File: config.mk
export PLATFORM = sky130hd
export DESIGN_NAME = stream2axi_writer
export DESIGN_NICKNAME = d
export VERILOG_FILES = /design/src/rtl/stream2axi_pkg.sv /design/src/rtl/stream2axi_fifo.sv /design/src/rtl/stream2axi_writer.sv
export SDC_FILE = /design/constraint.sdc
export NUM_CORES = 1
export LEC_CHECK = 0
export ABC_AREA = 1
export CORE_UTILIZATION = 40
export CTS_BUF_LIST = sky130_fd_sc_hd__clkbuf_8
export DETAILED_ROUTE_END_ITERATION = 8
export GPL_TIMING_DRIVEN = 0
export MAX_ROUTING_LAYER = met4
export RECOVER_POWER = 25
export REMOVE_ABC_BUFFERS = 1
export SYNTH_ARGS = -nofsm -noshare
export SYNTH_HDL_FRONTEND = slang
export SYNTH_SLANG_ARGS = --single-unit
File: constraint.sdc
create_clock -name aclk -period 4.35 [get_ports aclk]
set_input_delay 1.305 -clock aclk [delete_from_list [all_inputs] [get_ports aclk]]
set_output_delay 1.305 -clock aclk [all_outputs]
set_load 0.1 [all_outputs]
File: src/rtl/stream2axi_pkg.sv
// Shared types and constant helpers for the stream-to-AXI burst writer.
// Contents: FSM state enum, beat-byte and full-burst-byte constant functions.
package stream2axi_pkg;

  typedef enum logic [1:0] {IDLE, AW, W, B} state_e;

  // Bytes carried by one data beat.
  function automatic int unsigned beat_bytes(input int unsigned d_width);
    return d_width / 8;
  endfunction

  // Bytes carried by a full burst of burst_len+1 beats.
  function automatic int unsigned burst_bytes(input int unsigned d_width,
                                              input int unsigned burst_len);
    return (burst_len + 1) * (d_width / 8);
  endfunction

endpackage

File: src/rtl/stream2axi_fifo.sv
// First-word-fall-through FIFO buffering stream words ahead of the burst writer.
// Ports:
//   clk, rst       : clock, synchronous active-high reset
//   push, push_data: write request and word (ignored while full)
//   pop            : consume the head word (ignored while empty)
//   head           : current head word, valid whenever !empty
//   count          : number of buffered words (0..2**ADDR_BITS)
//   full, empty    : occupancy flags
module stream2axi_fifo #(
  parameter int unsigned DW        = 16,
  parameter int unsigned ADDR_BITS = 5
) (
  input  logic                 clk,
  input  logic                 rst,
  input  logic                 push,
  input  logic [DW-1:0]        push_data,
  input  logic                 pop,
  output logic [DW-1:0]        head,
  output logic [ADDR_BITS:0]   count,
  output logic                 full,
  output logic                 empty
);

  localparam int unsigned DEPTH = 1 << ADDR_BITS;

  typedef logic [ADDR_BITS:0] cnt_t;

  logic [DW-1:0]        mem [DEPTH];
  logic [ADDR_BITS-1:0] wptr_q, rptr_q;
  cnt_t                 count_q;
  logic                 do_push, do_pop;

  assign full    = (count_q == cnt_t'(DEPTH));
  assign empty   = (count_q == '0);
  assign do_push = push && !full;
  assign do_pop  = pop && !empty;
  assign head    = mem[rptr_q];
  assign count   = count_q;

  always_ff @(posedge clk) begin
    if (rst) begin
      wptr_q  <= '0;
      rptr_q  <= '0;
      count_q <= '0;
    end else begin
      if (do_push) wptr_q <= wptr_q + 1'b1;
      if (do_pop)  rptr_q <= rptr_q + 1'b1;
      unique case ({do_push, do_pop})
        2'b10:   count_q <= count_q + 1'b1;
        2'b01:   count_q <= count_q - 1'b1;
        default: count_q <= count_q;
      endcase
    end
  end

  // Storage needs no reset; only pointers and count define validity.
  always_ff @(posedge clk) begin
    if (do_push) mem[wptr_q] <= push_data;
  end

endmodule

File: src/rtl/stream2axi_writer.sv
// Buffers a word stream and writes it out as meta-AXI4 bursts into a wrapping address region.
// Optional feature: define STREAM2AXI_TIMEOUT_FLUSH_EN to flush automatically after TIMEOUT
// idle cycles with words buffered; otherwise only s_flush forces partial bursts.
// Ports:
//   aclk, areset            : clock, synchronous active-high reset
//   s_valid/s_ready/s_data  : input word stream
//   s_flush                 : request to write out buffered words as a partial burst
//   awvalid/awready/awaddr/awlen : write-address channel
//   wvalid/wready/wlast/wdata    : write-data channel
//   bvalid/bready           : write-response channel
//   busy                    : burst in flight or words buffered
//   burst_cnt               : number of completed bursts (wraps at 2**32)
module stream2axi_writer
  import stream2axi_pkg::*;
#(
  parameter int unsigned A_WIDTH   = 25,
  parameter int unsigned D_WIDTH   = 16,
  parameter logic [7:0]  BURST_LEN = 8'd7,
  parameter int unsigned FIFO_AW   = 5,
  parameter int unsigned ADDR_BASE = 0,
  parameter int unsigned ADDR_SPAN = 4096,
  parameter logic [15:0] TIMEOUT   = 16'd64
) (
  input  logic               aclk,
  input  logic               areset,
  input  logic               s_valid,
  output logic               s_ready,
  input  logic [D_WIDTH-1:0] s_data,
  input  logic               s_flush,
  output logic               awvalid,
  input  logic               awready,
  output logic [A_WIDTH-1:0] awaddr,
  output logic [7:0]         awlen,
  output logic               wvalid,
  input  logic               wready,
  output logic               wlast,
  output logic [D_WIDTH-1:0] wdata,
  input  logic               bvalid,
  output logic               bready,
  output logic               busy,
  output logic [31:0]        burst_cnt
);

  typedef logic [A_WIDTH-1:0] addr_t;
  typedef logic [FIFO_AW:0]   cnt_t;

  localparam int unsigned BEAT_BYTES = beat_bytes(D_WIDTH);
  localparam int unsigned FULL_BYTES = burst_bytes(D_WIDTH, 32'(BURST_LEN));
  // Highest start address that still leaves room for a full burst.
  localparam addr_t       ADDR_LIMIT = addr_t'(ADDR_BASE + ADDR_SPAN - FULL_BYTES);
  localparam cnt_t        FULL_BEATS = cnt_t'(32'(BURST_LEN) + 32'd1);

  state_e      state_q, state_d;
  logic [7:0]  len_q, len_d;
  logic [7:0]  beat_q, beat_d;
  addr_t       cur_addr_q, cur_addr_d;
  logic [31:0] burst_cnt_q, burst_cnt_d;
  logic        flush_pending_q, flush_pending_d;

  cnt_t        fifo_count;
  logic        fifo_full, fifo_empty;
  logic        push, pop;
  logic        start;
  logic [7:0]  start_len;
  addr_t       next_addr;

  assign s_ready   = !fifo_full && !areset;
  assign push      = s_valid && s_ready;
  assign pop       = (state_q == W) && wready;
  assign busy      = (state_q != IDLE) || !fifo_empty;
  assign burst_cnt = burst_cnt_q;

  stream2axi_fifo #(
    .DW        (D_WIDTH),
    .ADDR_BITS (FIFO_AW)
  ) u_fifo (
    .clk       (aclk),
    .rst       (areset),
    .push      (push),
    .push_data (s_data),
    .pop       (pop),
    .head      (wdata),
    .count     (fifo_count),
    .full      (fifo_full),
    .empty     (fifo_empty)
  );

  assign start     = (state_q == IDLE) &&
                     ((fifo_count >= FULL_BEATS) || (flush_pending_q && fifo_count != '0));
  assign start_len = (fifo_count >= FULL_BEATS) ? BURST_LEN : 8'(fifo_count - 1'b1);
  assign next_addr = cur_addr_q + addr_t'((32'(len_q) + 32'd1) * BEAT_BYTES);

`ifdef STREAM2AXI_TIMEOUT_FLUSH_EN
  logic [15:0] idle_cnt_q, idle_cnt_d;
  logic        timeout_hit;

  always_comb begin
    idle_cnt_d = idle_cnt_q;
    if (state_q != IDLE || push || fifo_count == '0) begin
      idle_cnt_d = '0;
    end else if (idle_cnt_q != TIMEOUT) begin
      idle_cnt_d = idle_cnt_q + 16'd1;
    end
    // Fire once, on the cycle the counter reaches the limit.
    timeout_hit = (idle_cnt_d == TIMEOUT) && (idle_cnt_q != TIMEOUT);
  end

  always_ff @(posedge aclk) begin
    if (areset) idle_cnt_q <= '0;
    else        idle_cnt_q <= idle_cnt_d;
  end
`endif

  always_comb begin
    state_d         = state_q;
    len_d           = len_q;
    beat_d          = beat_q;
    cur_addr_d      = cur_addr_q;
    burst_cnt_d     = burst_cnt_q;
    flush_pending_d = flush_pending_q;
    awvalid         = 1'b0;
    awaddr          = '0;
    awlen           = '0;
    wvalid          = 1'b0;
    wlast           = 1'b0;
    bready          = 1'b0;

    unique case (state_q)
      IDLE: begin
        if (start) begin
          len_d   = start_len;
          beat_d  = '0;
          state_d = AW;
          // The burst drains everything buffered, so the flush is satisfied.
          if (32'(start_len) + 32'd1 == 32'(fifo_count)) flush_pending_d = 1'b0;
        end
      end
      AW: begin
        awvalid = 1'b1;
        awaddr  = cur_addr_q;
        awlen   = len_q;
        if (awready) state_d = W;
      end
      W: begin
        wvalid = 1'b1;
        wlast  = (beat_q == len_q);
        if (wready) begin
          beat_d = beat_q + 8'd1;
          if (wlast) state_d = B;
        end
      end
      B: begin
        bready = 1'b1;
        if (bvalid) begin
          burst_cnt_d = burst_cnt_q + 32'd1;
          cur_addr_d  = (next_addr > ADDR_LIMIT) ? addr_t'(ADDR_BASE) : next_addr;
          state_d     = IDLE;
        end
      end
      default: state_d = IDLE;
    endcase

    // A new flush request wins over the clear so a late request is never lost.
    if (s_flush && !(state_q == IDLE && fifo_count == '0)) flush_pending_d = 1'b1;
`ifdef STREAM2AXI_TIMEOUT_FLUSH_EN
    if (timeout_hit) flush_pending_d = 1'b1;
`endif
  end

  always_ff @(posedge aclk) begin
    if (areset) begin
      state_q         <= IDLE;
      len_q           <= '0;
      beat_q          <= '0;
      cur_addr_q      <= addr_t'(ADDR_BASE);
      burst_cnt_q     <= '0;
      flush_pending_q <= 1'b0;
    end else begin
      state_q         <= state_d;
      len_q           <= len_d;
      beat_q          <= beat_d;
      cur_addr_q      <= cur_addr_d;
      burst_cnt_q     <= burst_cnt_d;
      flush_pending_q <= flush_pending_d;
    end
  end

endmodule

Word-level counts from Yosys, hierarchy flattened
Memory sizes are Yosys's and may differ from the RTL's. A register that Yosys moved wholly into a read port is not among the register bits.
Cells that the tools add are included.
W data, S select, Z words.

cells by class
  $lt $le $gt $ge = 2
  eq/ne operators = 13
  reduce and logical (&&, ||, !) cells = 29
  add/sub/neg operators = 10
  muxes and demuxes = 26

operator list
  cell                     number
  $mux W25                 2
  $add A32 B1 Y32 const B  1
  $mux W8                  4
  $add A25 B10 Y25         1
  $gt A25 B12 Y1 const B   1
  $add A8 B1 Y9 const B    2
  $pmux W8 S2              1
  $pmux W6 S2              1
  $reduce_bool A2 Y1       6
  $add A5 B1 Y5 const B    2
  $mux W1                  10
  $mux W2                  5
  $mux W5                  2
  $eq A9 B6 Y1             1
  $logic_and A1 B1 Y1      9
  $add A8 B1 Y8 const B    1
  $eq A8 B8 Y1             1
  $ne A2 B2 Y1 const B     4
  $pmux W2 S4              1
  $sub A6 B1 Y7 const B    1
  $add A6 B1 Y6 const B    1
  $eq A2 B2 Y1 const B     3
  $eq A6 B6 Y1 const B     1
  $ge A6 B4 Y1 const B     1
  other kinds (11)         18

storage, ports and cells
  RAM bits = 512
  word-level logic and storage cells = 90
  memories kept = 1
  input bits = 23
  register bits = 92

memory list
  memory      depth  bits a word  rd ports  clocked after memory_dff  write ports  RTL line               source
  u_fifo.mem  32     16           1         1                         1            stream2axi_fifo.sv:28  logic [DW-1:0] mem [DEPTH];

Longest topological paths before layout
  depth in word-level cells = 8
  gate-level depth with buffers = 23

Cells and area by module
A second synthesis with hierarchy kept.

unflattened totals
  cells, all modules = 2685
  area total of the unflattened synthesis = 26880.8 um^2

modules (own cells, without submodules)
  module             area an instance (um^2)  cells each  instances
  stream2axi_fifo    21800.9                  1877        1
  stream2axi_writer  5079.9                   808         1

Worst setup path before layout
No wires, ideal clock.

  path type = input port to flip-flop
  start point = input areset
  end point = register u_fifo.count_q[5] (netlist: u_fifo.count[5])
  arrival = 5.240 ns
  setup slack = -1.012 ns
  library setup time = 0.122 ns
  data required time = 4.228 ns
  path buffers = 1
  stages = 13
  cells stage by stage = clkbuf_1 -> a31oi_1 -> nand2_1 -> ha_1 -> ha_1 -> a21oi_1 -> and2_1 -> o21bai_1 -> a21o_1 -> a21oi_1 -> o21ai_0 -> o21ai_0 -> a21oi_1

between the ends
  longest elaborated chain between the ends = 6
  elaborated cells on any way between the ends = 8
  those cells by class = eq/ne (2); mux (1); reduce/logical (5)

ends and longest elaborated chain
  what                                               RTL line                 source
  from (decl)                                        stream2axi_writer.sv:25  input logic areset,
  $logic_not A1 Y1 (*)                               stream2axi_writer.sv:67  assign s_ready = !fifo_full && !areset;
  $logic_and A1 B1 Y1 (*)                            stream2axi_writer.sv:67
  named net s_ready                                  stream2axi_writer.sv:27  output logic s_ready,
  $logic_and A1 B1 Y1 (*)                            stream2axi_writer.sv:68  assign push = s_valid && s_ready;
  $logic_and A1 B1 Y1 (*)                            stream2axi_fifo.sv:35    assign do_push = push && !full;
  $eq A2 B1 Y1 or $eq A2 B2 Y1 (tied branches)       stream2axi_fifo.sv:48    unique case ({do_push, do_pop})
  $pmux W6 S2 or $reduce_bool A2 Y1 (tied branches)  --
  to (signal assigned)                               stream2axi_fifo.sv:49    2'b10: count_q <= count_q + 1'b1;
  to (signal assigned)                               stream2axi_fifo.sv:50    2'b01: count_q <= count_q - 1'b1;
  to (signal assigned)                               stream2axi_fifo.sv:51    default: count_q <= count_q;
  to (decl)                                          stream2axi_fifo.sv:30    cnt_t count_q;

The timed path passes the listed nets; every way through them passes the cells marked *.
A chain may end at the register's enable or synchronous reset.

==> results.txt <==
----------------------------------------------------
[Setup path]
  Startpoint of the worst register-to-register path ... u_fifo.count[0]
  Type of element capturing the critical path ... output pin
  Endpoint of the lowest-slack register-to-register path ... u_fifo.count[5]
  Element type at the critical path start ... flop
  Signal arrival time at the worst endpoint ... 2.96 ns
  Flop-to-flop setup slack ... 0.67 ns
  Cells on worst reg2reg path ... 16
  Max incr delay on CP ... 0.39 ns
  Required time of the critical path ... 3.04 ns
  Count of buffering cells on the critical path with inverters included ... 4
  Cells along the critical path ... buf_16, clkinv_16, bufbuf_16, o21ai_0, o221ai_1, a31oi_1, a32oi_1, buf_6
  Worst-path cell with the longest stage delay ... dfxtp_4
  Maximum fanout count along the critical path ... 36
  Family with the most delay on the worst path ... buffers and inverters
  WS Path Type ... flop to output pin

[Die]
  Die outline width ... 257 um
  Boundary pin count ... 110
  FP Rows ... 92
  Floorplan die area ... 65800 um^2
  Initial cell density of the core ... 40.8%
  Core outline area ... 63500 um^2
  Chip Height ... 257 um

[Flow run]
  # Max-Cap Violations ... 0

[Power]
  Switching pwr ... 4.18 mW
  Leak Pwr ... 11.2 nW
  Portion of total power attributed to combinational logic ... 18.4%
  Internal power summed over all cells ... 9.54 mW
  Switching share of power ... 30.5%
  Worst ir drop on vdd ... 0.227 mV
  Total power of the final layout ... 13.7 mW
  Part of the power in the clock network ... 34.4%
  Power density normalized to cell area ... 439 nW/um^2
  Sequential cell fraction of total power ... 47.2%

[CTS]
  Clock sink count ... 607
  Clock-pin slew of the registers on the worst-case setup and hold paths ... 0.06 ns
  TritonCTS clock tree ... built
  Root Buffer ... clkbuf_8
  H-tree level count ... 3
  Worst-skew pair later-pin latency ... 0.73 ns
  Total clock buffers created by CTS ... 99
  Number of hold buffers added after cts ... 0
  Number of buffers on the longest clock path ... 3

[Global routing]
  Antenna violations before repair ... 6
  Global Route Usage Sum ... 23.7%
  Wire length of the first global-routing pass ... 114000 um
  Via count of the first global-routing pass ... 18600
  GR Overflow Total ... 0
  Largest net degree at the start of global routing ... 95

[STA]
  Final critical-path required period ... 4.26 ns
  Peak Freq ... 0.235 GHz
  Final clock period utilization by the worst path ... 97.9%
  Relative slew slack ... 7.39%
  Final hold slack ... 0.467 ns
  Count of pins over their slew limit ... 0
  Setup violation total in the final timing report ... 0
  Hold Fails Final Rpt ... 0
  Layout Skew ... 0.0481 ns
  Transition time at the pin with the least slew margin ... 1.38 ns
  Final setup TNS ... 0 ns
  RSZ-0062 raised after global routing ... true

[Synthesis]
  Share of the yosys chip area belonging to registers ... 66.7%
  Commonest cells in the synthesized netlist ... 512 x edfxtp_1, 414 x nor2_1, 309 x o21ai_0
  Synthesized netlist cell count ... 2357
  Most instantiated library cell after synthesis ... edfxtp_1
  Yosys reg bits ... 607
  Number of flops mapped to enable cells by yosys ... 512
  Post-synthesis cell type count ... 46
  Average cell area after synthesis ... 11.0 um^2
  Count of synthesis-stage warnings from yosys ... 0
  Area of the mapped netlist ... 25900 um^2
  Top-area cell type share of the netlist area ... 59.3%
  Flip-flop cell with the highest count after synthesis ... edfxtp_1
  Top area cells in the synthesized netlist ... edfxtp_1 59%, dfxtp_1 7.3%, nor2_1 6.0%
  Fraction of synthesis flops using an asynchronous set or reset pin ... 0%
  Library cell with the largest summed area after synthesis ... edfxtp_1

[Routing]
  Number of vias in the routed layout ... 19300
  Average wire per cell in the routed design ... 22.2 um
  Vias per cell ... 5.60
  Routed wire length ... 76600 um
  Post-route ant nets ... 0
  DRC Markers ... 0
  1st-pass router iterations ... 6
  Number of DRC markers in iteration 0 ... 1836

[Worst hold path]
  Type of the most critical hold path ... flop to flop
  Endpoint of the worst hold path ... flush_pending_q
  Worst hold stages ... 2
  Origin of the worst min-delay path ... flush_pending_q

[Outcome]
  Result of the run ... finished clean

[Finish]
  Synth-to-Final Area Change ... 20.6%
  Share of layout cells above drive strength 1 ... 12.2%
  Share of the core filled with cells ... 49.2%
  Net count reported at finish ... 2571

[Placed design]
  Final weighted congestion in routability-driven placement ... 0.853
  Number of port buffers ... 108
  Half-perimeter wire length after placement ... 42500 um

----------------------------------------------------
tightest hold or removal path: stages (launching register included):
cell     delay [ns]
dfxtp_1        0.31
nand2_1        0.06
a21oi_1        0.05
metrics by stage:
step / cells / setup slack [ns] / area, um^2
6_report: 3450 / 0.0896 / 31300
5_1_grt: 3450 / -0.0101 / 31300
4_1_cts: 3445 / 0.00215 / 31200
3_5_place_dp: 3226 / -1.42 / 28600
3_3_place_gp: 3183 / -18.25 / 27500
2_1_floorplan: 2229 / -7.54 / 25400
state kept, by name (all words and copies together) (netlist names), named ones only:
signal and cells:
u_fifo.mem 512, len_q 7, state_q 2, cur_addr_q 24
beat_q 8, u_fifo.wptr_q 5, u_fifo.rptr_q 5, burst_cnt 32
flush_pending_q 1, u_fifo.count 6
kinds of logic (layout without fill, tap and decap cells):
logic type	count (synthesis)	after routing	share of synthesized area (%)
buffers and inverters	310	553	4.63
XOR/XNOR	28	28	0.975
AO/OA/AOI/OAI	541	541	12.4
other	1	5	0.0145
flip-flops	607	607	66.7
adder cells (fa/ha/maj)	33	33	1.65
AND/OR/NAND/NOR	837	837	13.7
worst max path at each step:
stage                     startpoint         to  slack, ns  cells past startpoint
final                           flop   wdata[7]       0.09                      8
after global routing            flop  wdata[12]      -0.01                      9
after CTS                       flop   wdata[8]      0.002                     11
after detailed placement        flop   wdata[3]      -1.42                     11
after global placement          flop   wdata[3]     -18.25                      6
after floorplan                 flop   wdata[0]      -7.54                      7
area by class of cell:
| type | count | area (um^2) |
|---|---|---|
| clock inverters | 87 | 519 |
| diodes | 4 | 10.0 |
| inverters | 182 | 746 |
| fillers | 5642 | 32300 |
| multi-input cells | 1440 | 7630 |
| clock buffers | 99 | 1360 |
| repair buffers | 180 | 2580 |
| flip-flops and latches | 607 | 17300 |
| well taps | 846 | 1060 |
| repair inverters | 5 | 60.1 |
power groups by stage:
stage / registers, mW / logic, mW / clock network, mW
finish: 6.48 / 2.52 / 4.72
CTS: 6.48 / 2.49 / 4.80
floorplan: 6.64 / 1.46 / 0
global placement: 6.74 / 2.01 / 0
global route: 6.49 / 2.70 / 5.05
detailed placement: 6.63 / 2.16 / 0
routing by layer:
layer / up-vias / global-route usage (%) / wire, um
met5: - / - / 0
met2: 915 / 37.5 / 36300
met1: 9435 / 31.0 / 32000
li1: 8820 / - / -
met3: 143 / 4.14 / 6520
met4: 0 / 7.23 / 1810
what timing repair did:
action	4_1_cts	5_1_grt
gates cloned	19	1
endpoints found under the setup margin	51	17
setup buffers	14	0
pin swaps	5	9
gates resized for setup	176	35
cell usage in the layout (no fill, tap or decap), drive strengths merged, types with 2 or more instances in the layout:
cell type / netlist / layout
a211oi: 5 / 5
a21o: 2 / 2
a21oi: 55 / 55
a31oi: 18 / 18
a32oi: 13 / 13
and3: 2 / 2
buf: 19 / 78
bufbuf: 0 / 8
bufinv: 0 / 4
clkbuf: 109 / 102
clkdlybuf4s50: 0 / 44
clkinv: 0 / 50
clkinvlp: 0 / 2
dfxtp: 95 / 95
diode: 0 / 4
dlygate4sd2: 0 / 34
dlygate4sd3: 0 / 11
edfxtp: 512 / 512
fa: 2 / 2
ha: 31 / 31
inv: 182 / 218
nand2: 221 / 221
nand3: 102 / 102
nand4: 27 / 27
nor2: 426 / 426
nor3: 47 / 47
nor3b: 5 / 5
nor4: 4 / 4
o21a: 2 / 2
o21ai: 312 / 312
o221ai: 94 / 94
o22ai: 36 / 36
xnor2: 5 / 5
xor2: 23 / 23
No activity file was read; power rests on OpenSTA's default activity.
